## src/rtl/ball_controller.sv

```systemverilog
`default_nettype none
// ============================================================================
// Module   : ball_controller
// Purpose  : Ball engine for the paddle game. Moves a square ball once per
//            enabled frame, bounces it off the playfield walls and the paddle,
//            tracks score and lives, and draws the ball into the VGA raster.
// Options  : BALL_ANGLE_EN - when defined, a paddle hit far from the paddle
//            centre doubles |dx|; a hit near the centre restores |dx|=STEP.
// Revision : 1.0 - initial release
// ============================================================================
module ball_controller #(
    parameter int          X_MIN       = 144,
    parameter int          X_MAX       = 783,
    parameter int          Y_MIN       = 35,
    parameter int          Y_MAX       = 515,
    parameter int          BALL_HALF   = 4,
    parameter int          PAD_HALF_W  = 25,
    parameter int          PAD_HALF_H  = 5,
    parameter int          STEP        = 2,
    parameter int          FRAME_DIV   = 1,
    parameter int          MISS_FRAMES = 60,
    parameter int          LIVES_INIT  = 3,
    parameter logic [11:0] BALL_RGB    = 12'h00F
) (
    input  logic        clk,
    input  logic        rst,
    input  logic        bright,
    input  logic [9:0]  hCount,
    input  logic [9:0]  vCount,
    input  logic [9:0]  paddle_x,
    input  logic [9:0]  paddle_y,
    input  logic        launch,
    output logic        ball_on,
    output logic [11:0] rgb,
    output logic [9:0]  ball_x,
    output logic [9:0]  ball_y,
    output logic [7:0]  score,
    output logic [1:0]  lives,
    output logic        game_over
);

    localparam int MC_W = $clog2(MISS_FRAMES + 1);

    // All position arithmetic is 11-bit signed so edge subtraction never wraps.
    localparam logic signed [10:0] C_BH     = 11'(BALL_HALF);
    localparam logic signed [10:0] C_PH     = 11'(PAD_HALF_H);
    localparam logic signed [10:0] C_REACH  = 11'(PAD_HALF_W + BALL_HALF);
    localparam logic signed [10:0] C_XMIN   = 11'(X_MIN);
    localparam logic signed [10:0] C_XMAX   = 11'(X_MAX);
    localparam logic signed [10:0] C_YMIN   = 11'(Y_MIN);
    localparam logic signed [10:0] C_YMAX   = 11'(Y_MAX);
    localparam logic signed [10:0] C_XLO    = 11'(X_MIN + BALL_HALF);
    localparam logic signed [10:0] C_XHI    = 11'(X_MAX - BALL_HALF);
    localparam logic signed [10:0] C_YLO    = 11'(Y_MIN + BALL_HALF);
    localparam logic signed [10:0] C_YHI    = 11'(Y_MAX - BALL_HALF);
    localparam logic signed [3:0]  C_STEP   = 4'(STEP);
    localparam logic [9:0]         C_RST_X  = 10'd463;
    localparam logic [9:0]         C_RST_Y  = 10'(Y_MAX - 40 - PAD_HALF_H - BALL_HALF - 1);
`ifdef BALL_ANGLE_EN
    localparam logic signed [10:0] C_ANG    = 11'(PAD_HALF_W / 2);
    localparam logic signed [3:0]  C_STEP2  = 4'(2 * STEP);
`endif

    typedef enum logic [1:0] {
        ST_SERVE = 2'd0,
        ST_MOVE  = 2'd1,
        ST_MISS  = 2'd2,
        ST_OVER  = 2'd3
    } state_t;

    state_t             r_state;
    logic               r_strobe;
    logic [3:0]         r_frame_cnt;
    logic [MC_W-1:0]    r_miss_cnt;
    logic [9:0]         r_ball_x;
    logic [9:0]         r_ball_y;
    logic signed [3:0]  r_dx;
    logic signed [3:0]  r_dy;
    logic [7:0]         r_score;
    logic [1:0]         r_lives;
    logic               r_game_over;

    logic               w_update;
    logic signed [10:0] w_bx, w_by, w_px, w_py, w_dx, w_dy, w_pad_top, w_rest_y;
    logic signed [10:0] w_nx, w_ny, w_hd, w_vd;
    logic signed [3:0]  w_ndx, w_ndy;
    logic               w_hit, w_miss, w_on;
    logic [9:0]         w_serve_x;
`ifdef BALL_ANGLE_EN
    logic signed [3:0]  w_mag;
`endif

    function automatic logic signed [10:0] f_clamp(input logic signed [10:0] v,
                                                   input logic signed [10:0] lo,
                                                   input logic signed [10:0] hi);
        if (v < lo)      return lo;
        else if (v > hi) return hi;
        else             return v;
    endfunction

    function automatic logic signed [10:0] f_abs(input logic signed [10:0] v);
        return (v < 11'sd0) ? -v : v;
    endfunction

    assign w_bx      = $signed({1'b0, r_ball_x});
    assign w_by      = $signed({1'b0, r_ball_y});
    assign w_px      = $signed({1'b0, paddle_x});
    assign w_py      = $signed({1'b0, paddle_y});
    assign w_dx      = $signed({{7{r_dx[3]}}, r_dx});
    assign w_dy      = $signed({{7{r_dy[3]}}, r_dy});
    assign w_pad_top = w_py - C_PH;
    // Resting height just above the paddle face, used for serve and bounce.
    assign w_rest_y  = f_clamp(w_pad_top - C_BH - 11'sd1, C_YLO, C_YHI);
    assign w_serve_x = 10'(f_clamp(w_px, C_XLO, C_XHI));
    assign w_update  = r_strobe && (r_frame_cnt == 4'(FRAME_DIV - 1));

    // Next position, direction and collision outcome for a MOVE update.
    always_comb begin
        w_nx  = w_bx + w_dx;
        w_ny  = w_by + w_dy;
        w_ndx = r_dx;
        w_ndy = r_dy;
`ifdef BALL_ANGLE_EN
        w_mag = C_STEP;
`endif
        if (w_nx - C_BH <= C_XMIN) begin
            w_ndx = -r_dx;
            w_nx  = C_XLO;
        end else if (w_nx + C_BH >= C_XMAX) begin
            w_ndx = -r_dx;
            w_nx  = C_XHI;
        end
        if (w_ny - C_BH <= C_YMIN) begin
            w_ndy = -r_dy;
            w_ny  = C_YLO;
        end
        // The previous-position test stops a ball already below the face
        // from being scooped back up.
        w_hit = (r_dy > 4'sd0) &&
                (w_ny + C_BH >= w_pad_top) &&
                (w_by + C_BH <  w_pad_top) &&
                (f_abs(w_nx - w_px) <= C_REACH);
        if (w_hit) begin
            w_ndy = -C_STEP;
            w_ny  = w_rest_y;
`ifdef BALL_ANGLE_EN
            w_mag = (f_abs(w_nx - w_px) > C_ANG) ? C_STEP2 : C_STEP;
            w_ndx = w_ndx[3] ? -w_mag : w_mag;
`endif
        end
        w_miss = !w_hit && (w_ny + C_BH >= C_YMAX);
        if (w_miss) begin
            w_ny = C_YHI;
        end
    end

    // Pixel-inside-ball test against the registered centre.
    always_comb begin
        w_hd = $signed({1'b0, hCount}) - w_bx;
        w_vd = $signed({1'b0, vCount}) - w_by;
        w_on = bright && (f_abs(w_hd) <= C_BH) && (f_abs(w_vd) <= C_BH);
    end

    // Frame strobe at raster origin and the update divider.
    always_ff @(posedge clk or posedge rst) begin
        if (rst) begin
            r_strobe    <= 1'b0;
            r_frame_cnt <= 4'd0;
        end else begin
            r_strobe <= (hCount == 10'd0) && (vCount == 10'd0);
            if (r_strobe) begin
                if (r_frame_cnt == 4'(FRAME_DIV - 1)) r_frame_cnt <= 4'd0;
                else                                  r_frame_cnt <= r_frame_cnt + 4'd1;
            end
        end
    end

    // Game state machine; everything advances only on update cycles.
    always_ff @(posedge clk or posedge rst) begin
        if (rst) begin
            r_state     <= ST_SERVE;
            r_ball_x    <= C_RST_X;
            r_ball_y    <= C_RST_Y;
            r_dx        <= C_STEP;
            r_dy        <= -C_STEP;
            r_score     <= 8'd0;
            r_lives     <= 2'(LIVES_INIT);
            r_game_over <= 1'b0;
            r_miss_cnt  <= '0;
        end else if (w_update) begin
            case (r_state)
                ST_SERVE: begin
                    r_ball_x <= w_serve_x;
                    r_ball_y <= w_rest_y[9:0];
                    if (launch) begin
                        r_state <= ST_MOVE;
                        r_dx    <= C_STEP;
                        r_dy    <= -C_STEP;
                    end
                end
                ST_MOVE: begin
                    r_ball_x <= w_nx[9:0];
                    r_ball_y <= w_ny[9:0];
                    r_dx     <= w_ndx;
                    r_dy     <= w_ndy;
                    if (w_hit && (r_score != 8'hFF)) r_score <= r_score + 8'd1;
                    if (w_miss) begin
                        r_state    <= ST_MISS;
                        r_miss_cnt <= '0;
                    end
                end
                ST_MISS: begin
                    if (r_miss_cnt == MC_W'(MISS_FRAMES - 1)) begin
                        r_miss_cnt <= '0;
                        if (r_lives == 2'd1) begin
                            r_lives     <= 2'd0;
                            r_game_over <= 1'b1;
                            r_state     <= ST_OVER;
                        end else begin
                            r_lives <= r_lives - 2'd1;
                            r_state <= ST_SERVE;
                        end
                    end else begin
                        r_miss_cnt <= r_miss_cnt + MC_W'(1);
                    end
                end
                default: begin
                    r_game_over <= 1'b1;
                end
            endcase
        end
    end

    assign ball_on   = w_on;
    assign rgb       = w_on ? BALL_RGB : 12'h000;
    assign ball_x    = r_ball_x;
    assign ball_y    = r_ball_y;
    assign score     = r_score;
    assign lives     = r_lives;
    assign game_over = r_game_over;

endmodule
`default_nettype wire

```

## config.mk

```make
export PLATFORM = sky130hd
export DESIGN_NAME = ball_controller
export DESIGN_NICKNAME = d
export VERILOG_FILES = /design/src/rtl/ball_controller.sv
export SDC_FILE = /design/constraint.sdc
export NUM_CORES = 1
export LEC_CHECK = 0
export ABC_AREA = 1
export BUFFER_PORTS_ARGS = -buffer_cell sky130_fd_sc_hd__buf_4
export CELL_PAD_IN_SITES_DETAIL_PLACEMENT = 1
export CELL_PAD_IN_SITES_GLOBAL_PLACEMENT = 2
export CORE_MARGIN = 5
export CORE_UTILIZATION = 33
export CTS_CLUSTER_SIZE = 10
export DETAILED_ROUTE_END_ITERATION = 8
export PLACE_DENSITY = 0.82
export SLEW_MARGIN = 25
export SYNTH_ARGS = -nofsm -noshare
export SYNTH_HDL_FRONTEND = slang
export SYNTH_SLANG_ARGS = --single-unit
```

## constraint.sdc

```tcl
create_clock -name clk -period 6.63 [get_ports clk]
set_input_delay 0 -clock clk [delete_from_list [all_inputs] [get_ports clk]]
set_output_delay 0 -clock clk [all_outputs]
set_load 0.02 [all_outputs]
```

==> impl_metrics.ini, run 1 <==
[floorplan]
start_util_pct = 33.14
die_w_um = 162.8
coreArea_mm2 = 0.02326
rows = 56
die-height_um = 162.8
area_of_the_die_mm2 = 0.02652
top_level_ports = 88

[routing]
drt.antenna.violating_nets = 0
routed_wirelength_mm = 26.13
drc = 0
detail_route.vias_per_cell = 4.949
drt_first_iter_violations = 275
routed-via-count = 8255
first_pass_iters = 4
wire_per_inst_um = 15.67

[sta]
maxClockFrequency_ghz = 0.1623
final.hold.worst_slack_ns = 0.05724
max-slew-margin-rel_pct = 45.36
finalMaxSlewViolations = 0
setup_ws_ns = 0.4699
timing.final.hold_violations = 0
report.final.setup_viol = 0
post-route-period-util_pct = 92.91
totalNegativeSetupSlack_ns = 0
worst_slew_pin_slew_ns = 0.8121
fin_crit_ns = 6.160
worst_clock_skew_ns = 0.008113

[setup_path]
worst_path_most_repeated_cell = sky130_fd_sc_hd__nand2_1
logic_depth_of_the_worst_setup_path_including_buffers = 43
startpoint_type = register
critical_path.max_stage_delay_ns = 0.48
cp_max_fo = 6
kind_of_cell_adding_the_most_delay_to_the_critical_path = simple AND/OR/NAND/NOR gates
endpoint_kind = register
r2r.worst_path.cells = 43
cp.arrival_ns = 6.36
criticalPathCategory = register to register
critical_path.n_buffers_inverters = 7
worst_ep_required_time_ns = 6.83
worst_path_max_delay_cell = sky130_fd_sc_hd__dfrtp_2

[logic_synthesis]
synth_largest_type_area_fraction_pct = 15.09
ys_ff_latch = 50
syn_inst = 1221
synth_edf_count = 0
synthArstFlopShare_pct = 100.0
mappedNetlistArea_mm2 = 0.007709
synth_warnings = 0
yosys-top-cells-area = sky130_fd_sc_hd__ha_1 15%, sky130_fd_sc_hd__nand2_1 15%, sky130_fd_sc_hd__dfrtp_1 10%
ys.flop_type = sky130_fd_sc_hd__dfrtp_1
syn_area_per_cell_um2 = 6.313
synth_cell_type_count = 56
yosys_top_cell_by_area = sky130_fd_sc_hd__ha_1
synth_seq_area_share_pct = 16.52

[placed_design]
detailedPlacementHpwl_mm = 22.01
gp_routability_congestion = 0.9320
numPortBuffers = 79
dpl_worst_slack_ns = 0.005107

[power]
power.combinational.fraction_pct = 50.0
power.ir.vdd_worst_v = 0.00008672
design_power_total_mw = 1.158
p_switching_mw = 0.4906
pwr-share-seq_pct = 26.6
intPower_mw = 0.6678
static-leakage-power_nw = 4.984
sw_frac_of_total_pct = 42.35
pwr-share-clk_pct = 23.4
power.density_cell_area_mw_per_mm2 = 122.2

[finish]
final_net_count = 1488
finalCoreUtilization_pct = 40.76
filler_cell_count = 3145
layout-area-overhead-vs-synth_pct = 23.02
insertedDiodeCount = 0
mostFrequentLayoutCell = sky130_fd_sc_hd__nand2_1
layout_common_cells = 293 x sky130_fd_sc_hd__nand2_1, 186 x sky130_fd_sc_hd__inv_1, 132 x sky130_fd_sc_hd__buf_4, 94 x sky130_fd_sc_hd__nor2_1, 92 x sky130_fd_sc_hd__nand3_1
drive_gt1_share_pct = 19.42

[clock_network]
worst_path_clk_slew_ns = 0.07
clk_latency_ns = 0.31
clock_tree_from_tritoncts = built
h-tree-depth = 2
clock_tree.root_cell = sky130_fd_sc_hd__clkbuf_16
clock_path_buffers = 2
cts_made_buffers = 5
clock-sinks = 50

[global_route]
grt_remaining_overflow = 0
antenna_found_initial = 0
first_global_vias = 8430
global_route.usage.total_pct = 19.38
grt_start_max_net_pins = 51
grt_pass1_wl_mm = 42.17

[min_path]
holdPathStages = 3
hold_path_class = input port to register

[status]
status = complete, no violations

[run]
max-cap-violations = 0
flip-flops by register name, summed over array words and instances (netlist names):
| name | flops |
|---|---|
| r_strobe | 1 |
| r_dy | 3 |
| ball_x | 10 |
| ball_y | 10 |
| r_dx | 3 |
| lives | 2 |
| r_frame_cnt | 4 |
| r_state | 2 |
| r_miss_cnt | 6 |
| game_over | 1 |
| score | 8 |
what timing repair did:
item                                    CTS  global route
endpoints found under the setup margin    8            24
pin swaps                                 0            23
buffers inserted                          0            18
resized for setup                         2            84
endpoints found under the hold margin    33             0
hold buffers                              3             0
worst paths after layout:
check                                            from                          to  slack, ns
max                               r_dx[3]$_DFFE_PP0P_   r_miss_cnt[5]$_DFFE_PP0P_       0.47
min                                       paddle_x[8]       ball_x[8]$_DFFE_PP1P_       0.06
max reg2reg                       r_dx[3]$_DFFE_PP0P_   r_miss_cnt[5]$_DFFE_PP0P_       0.47
min reg2reg                r_frame_cnt[3]$_DFFE_PP0P_  r_frame_cnt[3]$_DFFE_PP0P_       0.48
max in group asynchronous                         rst         r_dx[3]$_DFFE_PP0P_       5.71
min in group asynchronous                         rst        score[4]$_DFFE_PP0P_       0.42
power by group through the flow:
stage | Sequential [mW] | Clock, mW | Combinational, mW
after floorplan | 0.313 | 0 | 0.365
after global placement | 0.313 | 0 | 0.519
after detailed placement | 0.313 | 0 | 0.525
after CTS | 0.308 | 0.281 | 0.531
after global routing | 0.308 | 0.292 | 0.654
final | 0.308 | 0.271 | 0.580
worst register-to-register path: cells and delay by family, from the launching register on:
family	cells	cell delay [ns]
buffers and inverters	7	0.73
and+or+nand+nor	25	2.46
xor gates and xnor gates	2	0.32
AOI/OAI and AO/OA	6	1.13
adders and majority gates	3	0.92
DFF	1	0.48
Yosys cell counts, types with 4 or more instances:
| master | number |
|---|---|
| sky130_fd_sc_hd__nand2_1 | 306 |
| sky130_fd_sc_hd__inv_1 | 194 |
| sky130_fd_sc_hd__nor2_1 | 106 |
| sky130_fd_sc_hd__nand3_1 | 94 |
| sky130_fd_sc_hd__ha_1 | 93 |
| sky130_fd_sc_hd__a21oi_1 | 64 |
| sky130_fd_sc_hd__xor2_1 | 59 |
| sky130_fd_sc_hd__o21ai_0 | 56 |
| sky130_fd_sc_hd__dfrtp_1 | 32 |
| sky130_fd_sc_hd__xnor2_1 | 22 |
| sky130_fd_sc_hd__nor3_1 | 21 |
| sky130_fd_sc_hd__nand4_1 | 19 |
| sky130_fd_sc_hd__dfstp_2 | 18 |
| sky130_fd_sc_hd__nand2_2 | 16 |
| sky130_fd_sc_hd__buf_4 | 14 |
| sky130_fd_sc_hd__nor4_1 | 10 |
| sky130_fd_sc_hd__nand3b_1 | 8 |
| sky130_fd_sc_hd__a31oi_1 | 6 |
| sky130_fd_sc_hd__clkbuf_1 | 6 |
| sky130_fd_sc_hd__or2_2 | 6 |
| sky130_fd_sc_hd__inv_2 | 5 |
| sky130_fd_sc_hd__o21ai_1 | 5 |
| sky130_fd_sc_hd__o21bai_1 | 5 |
| sky130_fd_sc_hd__o22ai_1 | 5 |
| sky130_fd_sc_hd__o211ai_1 | 4 |
| sky130_fd_sc_hd__o31ai_1 | 4 |
per-layer routing:
metal | GRT usage (%) | vias to the layer above | share of wire (%)
met5 | 0 | - | 0
met4 | 5.337 | 0 | 2.4
met3 | 1.822 | 29 | 3.1
met2 | 34.13 | 106 | 49
met1 | 25.33 | 3930 | 46
li1 | - | 4190 | -
metrics by stage:
stage               cell area [µm²]  instances
finish                         9483       1668
global route                   9483       1668
CTS                            9039       1650
detailed placement             8850       1639
global placement               8850       1639
floorplan                      7735       1228
cells by family (layout without fill, tap and decap cells):
family	count (synthesis)	after routing	synth area share, %
and+or+nand+nor	599	599	33.91
xor gates and xnor gates	83	83	9.625
muxes	1	1	0.1461
DFF	50	50	16.52
buffers and inverters	225	346	11.75
adders and majority gates	96	96	15.87
AOI/OAI and AO/OA	166	166	12.12
other	1	8	0.04865
cell type report:
cell class              count  area, µm²  area share [%]
repair buffers            136       1032           10.89
flip-flops and latches     50       1275           13.45
inverters                 202      758.2           7.996
multi-input cells         953       5869           61.89
clock buffers               5      125.1           1.319
well taps                 319      399.1           4.209
clock inverters             3      23.77          0.2507
(Power assumes the default switching activity.)
==> run 2: changes to the inputs <==
Settings changed: CELL_PAD_IN_SITES_DETAIL_PLACEMENT 1 to unset, CELL_PAD_IN_SITES_GLOBAL_PLACEMENT 2 to unset, CORE_UTILIZATION 33 to 61.
==> run 2 against run 1 <==
Non-clock buffer count decreased by 18. Cell count decreased by 9.8%. First-iteration DRC count increased by 130%. Sequential share of layout area increased by 0.52 points. Sequential cell count unchanged. Wire length decreased by 17%. Clock power increased by 13%. Worst setup slack got worse by 0.30 ns. Sequential power about the same. Critical path depth increased by 8. Combinational power decreased by 6.9%.
==> impl_metrics.ini, run 2 (synthesized netlist as in run 1, its figures left out) <==
[sta]
report.final.setup_viol = 0
totalNegativeSetupSlack_ns = 0
max-slew-margin-rel_pct = 38.22
final.hold.worst_slack_ns = 0.06740
maxClockFrequency_ghz = 0.1547
worst_slew_pin_slew_ns = 0.9267
finalMaxSlewViolations = 0
timing.final.hold_violations = 0
worst_clock_skew_ns = 0.008326
post-route-period-util_pct = 97.50
setup_ws_ns = 0.1660
fin_crit_ns = 6.464

[min_path]
hold_path_class = input port to register
hold_start = paddle_x[8]
holdPathStages = 3
hold_path_end = ball_x[8]$_DFFE_PP1P_

[floorplan]
top_level_ports = 88
die_w_um = 122.4
rows = 41
area_of_the_die_mm2 = 0.01499
start_util_pct = 61.59
coreArea_mm2 = 0.01252
die-height_um = 122.4

[power]
power.ir.vdd_worst_v = 0.0001313
power.density_cell_area_mw_per_mm2 = 126.3
static-leakage-power_nw = 4.902

[finish]
insertedDiodeCount = 0
mostFrequentLayoutCell = sky130_fd_sc_hd__nand2_1
layout_common_cells = 290 x sky130_fd_sc_hd__nand2_1, 186 x sky130_fd_sc_hd__inv_1, 112 x sky130_fd_sc_hd__buf_4, 97 x sky130_fd_sc_hd__nor2_1, 92 x sky130_fd_sc_hd__nand3_1
finalCoreUtilization_pct = 72.87
drive_gt1_share_pct = 17.79
finalInstanceArea_mm2 = 0.009121
final_net_count = 1471
layout-area-overhead-vs-synth_pct = 18.32

[setup_path]
startpoint_type = register
criticalPathCategory = register to register
r2r.worst_path.cells = 51
cp_max_fo = 6
worst_ep_required_time_ns = 6.81
ff2ff_setup_slack_ns = 0.17
crit-reg2reg-capture = r_miss_cnt[0]$_DFFE_PP0P_
r2r-start = r_dy[2]$_DFFE_PP1P_
cp.arrival_ns = 6.65
worst_path_most_repeated_cell = sky130_fd_sc_hd__nand2_2
kind_of_cell_adding_the_most_delay_to_the_critical_path = simple AND/OR/NAND/NOR gates
worst_path_max_delay_cell = sky130_fd_sc_hd__dfstp_2
critical_path.max_stage_delay_ns = 0.55
critical_path.n_buffers_inverters = 6
endpoint_kind = register

[placed_design]
numPortBuffers = 79
gp_routability_congestion = 0.9787
dpl_worst_slack_ns = 0.09904
detailedPlacementHpwl_mm = 16.83
postPlaceCellArea_mm2 = 0.008531

[global_route]
first_global_vias = 7457
antenna_found_initial = 0
grt_pass1_wl_mm = 33.89
grt_start_max_net_pins = 51
global_route.usage.total_pct = 27.51
grt_remaining_overflow = 0

[clock_network]
clock_tree.root_cell = sky130_fd_sc_hd__clkbuf_16
clock-sinks = 50
clock_path_buffers = 2
clk_latency_ns = 0.30
clock_tree_from_tritoncts = built
worst_path_clk_slew_ns = 0.08
h-tree-depth = 2
cts_made_buffers = 5

[routing]
detail_route.vias_per_cell = 5.504
routed-via-count = 8278
wire_per_inst_um = 14.36
drc = 0
drt_first_iter_violations = 644
drt.antenna.violating_nets = 0
routed_wirelength_mm = 21.59
first_pass_iters = 5

[status]
status = complete, no violations

[run]
max-cap-violations = 0
## run 2: tightest hold or removal path, delay by kind of cell
| family | cells | cell delay (ns) |
|---|---|---|
| compound gates | 2 | 0.22 |
| buf+inv | 1 | 0.13 |
## run 2: report_power, final
group	switching [mW]	total, mW	leakage [nW]	internal, mW
Sequential	0.00115	0.308	0.584	0.307
Clock	0.125	0.305	0.0842	0.179
Combinational	0.341	0.540	4.23	0.199
Total	0.467	1.15	4.90	0.685
## run 2: worst max-delay path by stage
| stage | startpoint | end | slack, ns | depth (start not counted) |
|---|---|---|---|---|
| 3_3_place_gp | ball_x[1]$_DFFE_PP1P_ | r_miss_cnt[2]$_DFFE_PP0P_ | 0.21 | 43 |
| 3_5_place_dp | r_dy[2]$_DFFE_PP1P_ | r_miss_cnt[0]$_DFFE_PP0P_ | 0.1 | 43 |
| 6_report | r_dy[2]$_DFFE_PP1P_ | r_miss_cnt[0]$_DFFE_PP0P_ | 0.17 | 51 |
| 2_1_floorplan | ball_x[2]$_DFFE_PP1P_ | r_miss_cnt[0]$_DFFE_PP0P_ | 0.58 | 40 |
| 4_1_cts | r_dy[2]$_DFFE_PP1P_ | r_miss_cnt[0]$_DFFE_PP0P_ | 0.02 | 49 |
| 5_1_grt | r_dy[2]$_DFFE_PP1P_ | r_miss_cnt[4]$_DFFE_PP0P_ | -0.32 | 51 |
## run 2: final cells by class
type	count	area [µm²]
Clock buffer	5	125.1
Clock inverter	3	43.79
Fill cell	1073	3396
Inverter	202	760.7
Multi-Input combinational cell	954	5798
Sequential cell	50	1274
Tap cell	172	215.2
Timing Repair Buffer	118	904.6
## run 2: timing repair
item                                    in CTS  in global routing
resized for setup                            1                 74
endpoints found under the setup margin       1                 24
hold endpoints to repair                    33                  0
hold buffers                                 3                  0
pin swaps                                    0                 26
buffers inserted                             0                 17
cloned                                       0                  2
## run 2: layer usage
layer  up-vias  wire, µm  GRT usage [%]
met5         -         0              0
met4         0       956          11.69
met3        76      1243          2.212
met2       314     10380          48.30
met1      3721      9007          34.65
li1       4167         -              -
## run 2: stage by stage
step                      instances  power (mW)
after detailed placement       1474      0.7936
final                          1504       1.152
after global routing           1504       1.232
after CTS                      1485       1.101
after floorplan                1228      0.6783
after global placement         1474      0.7908
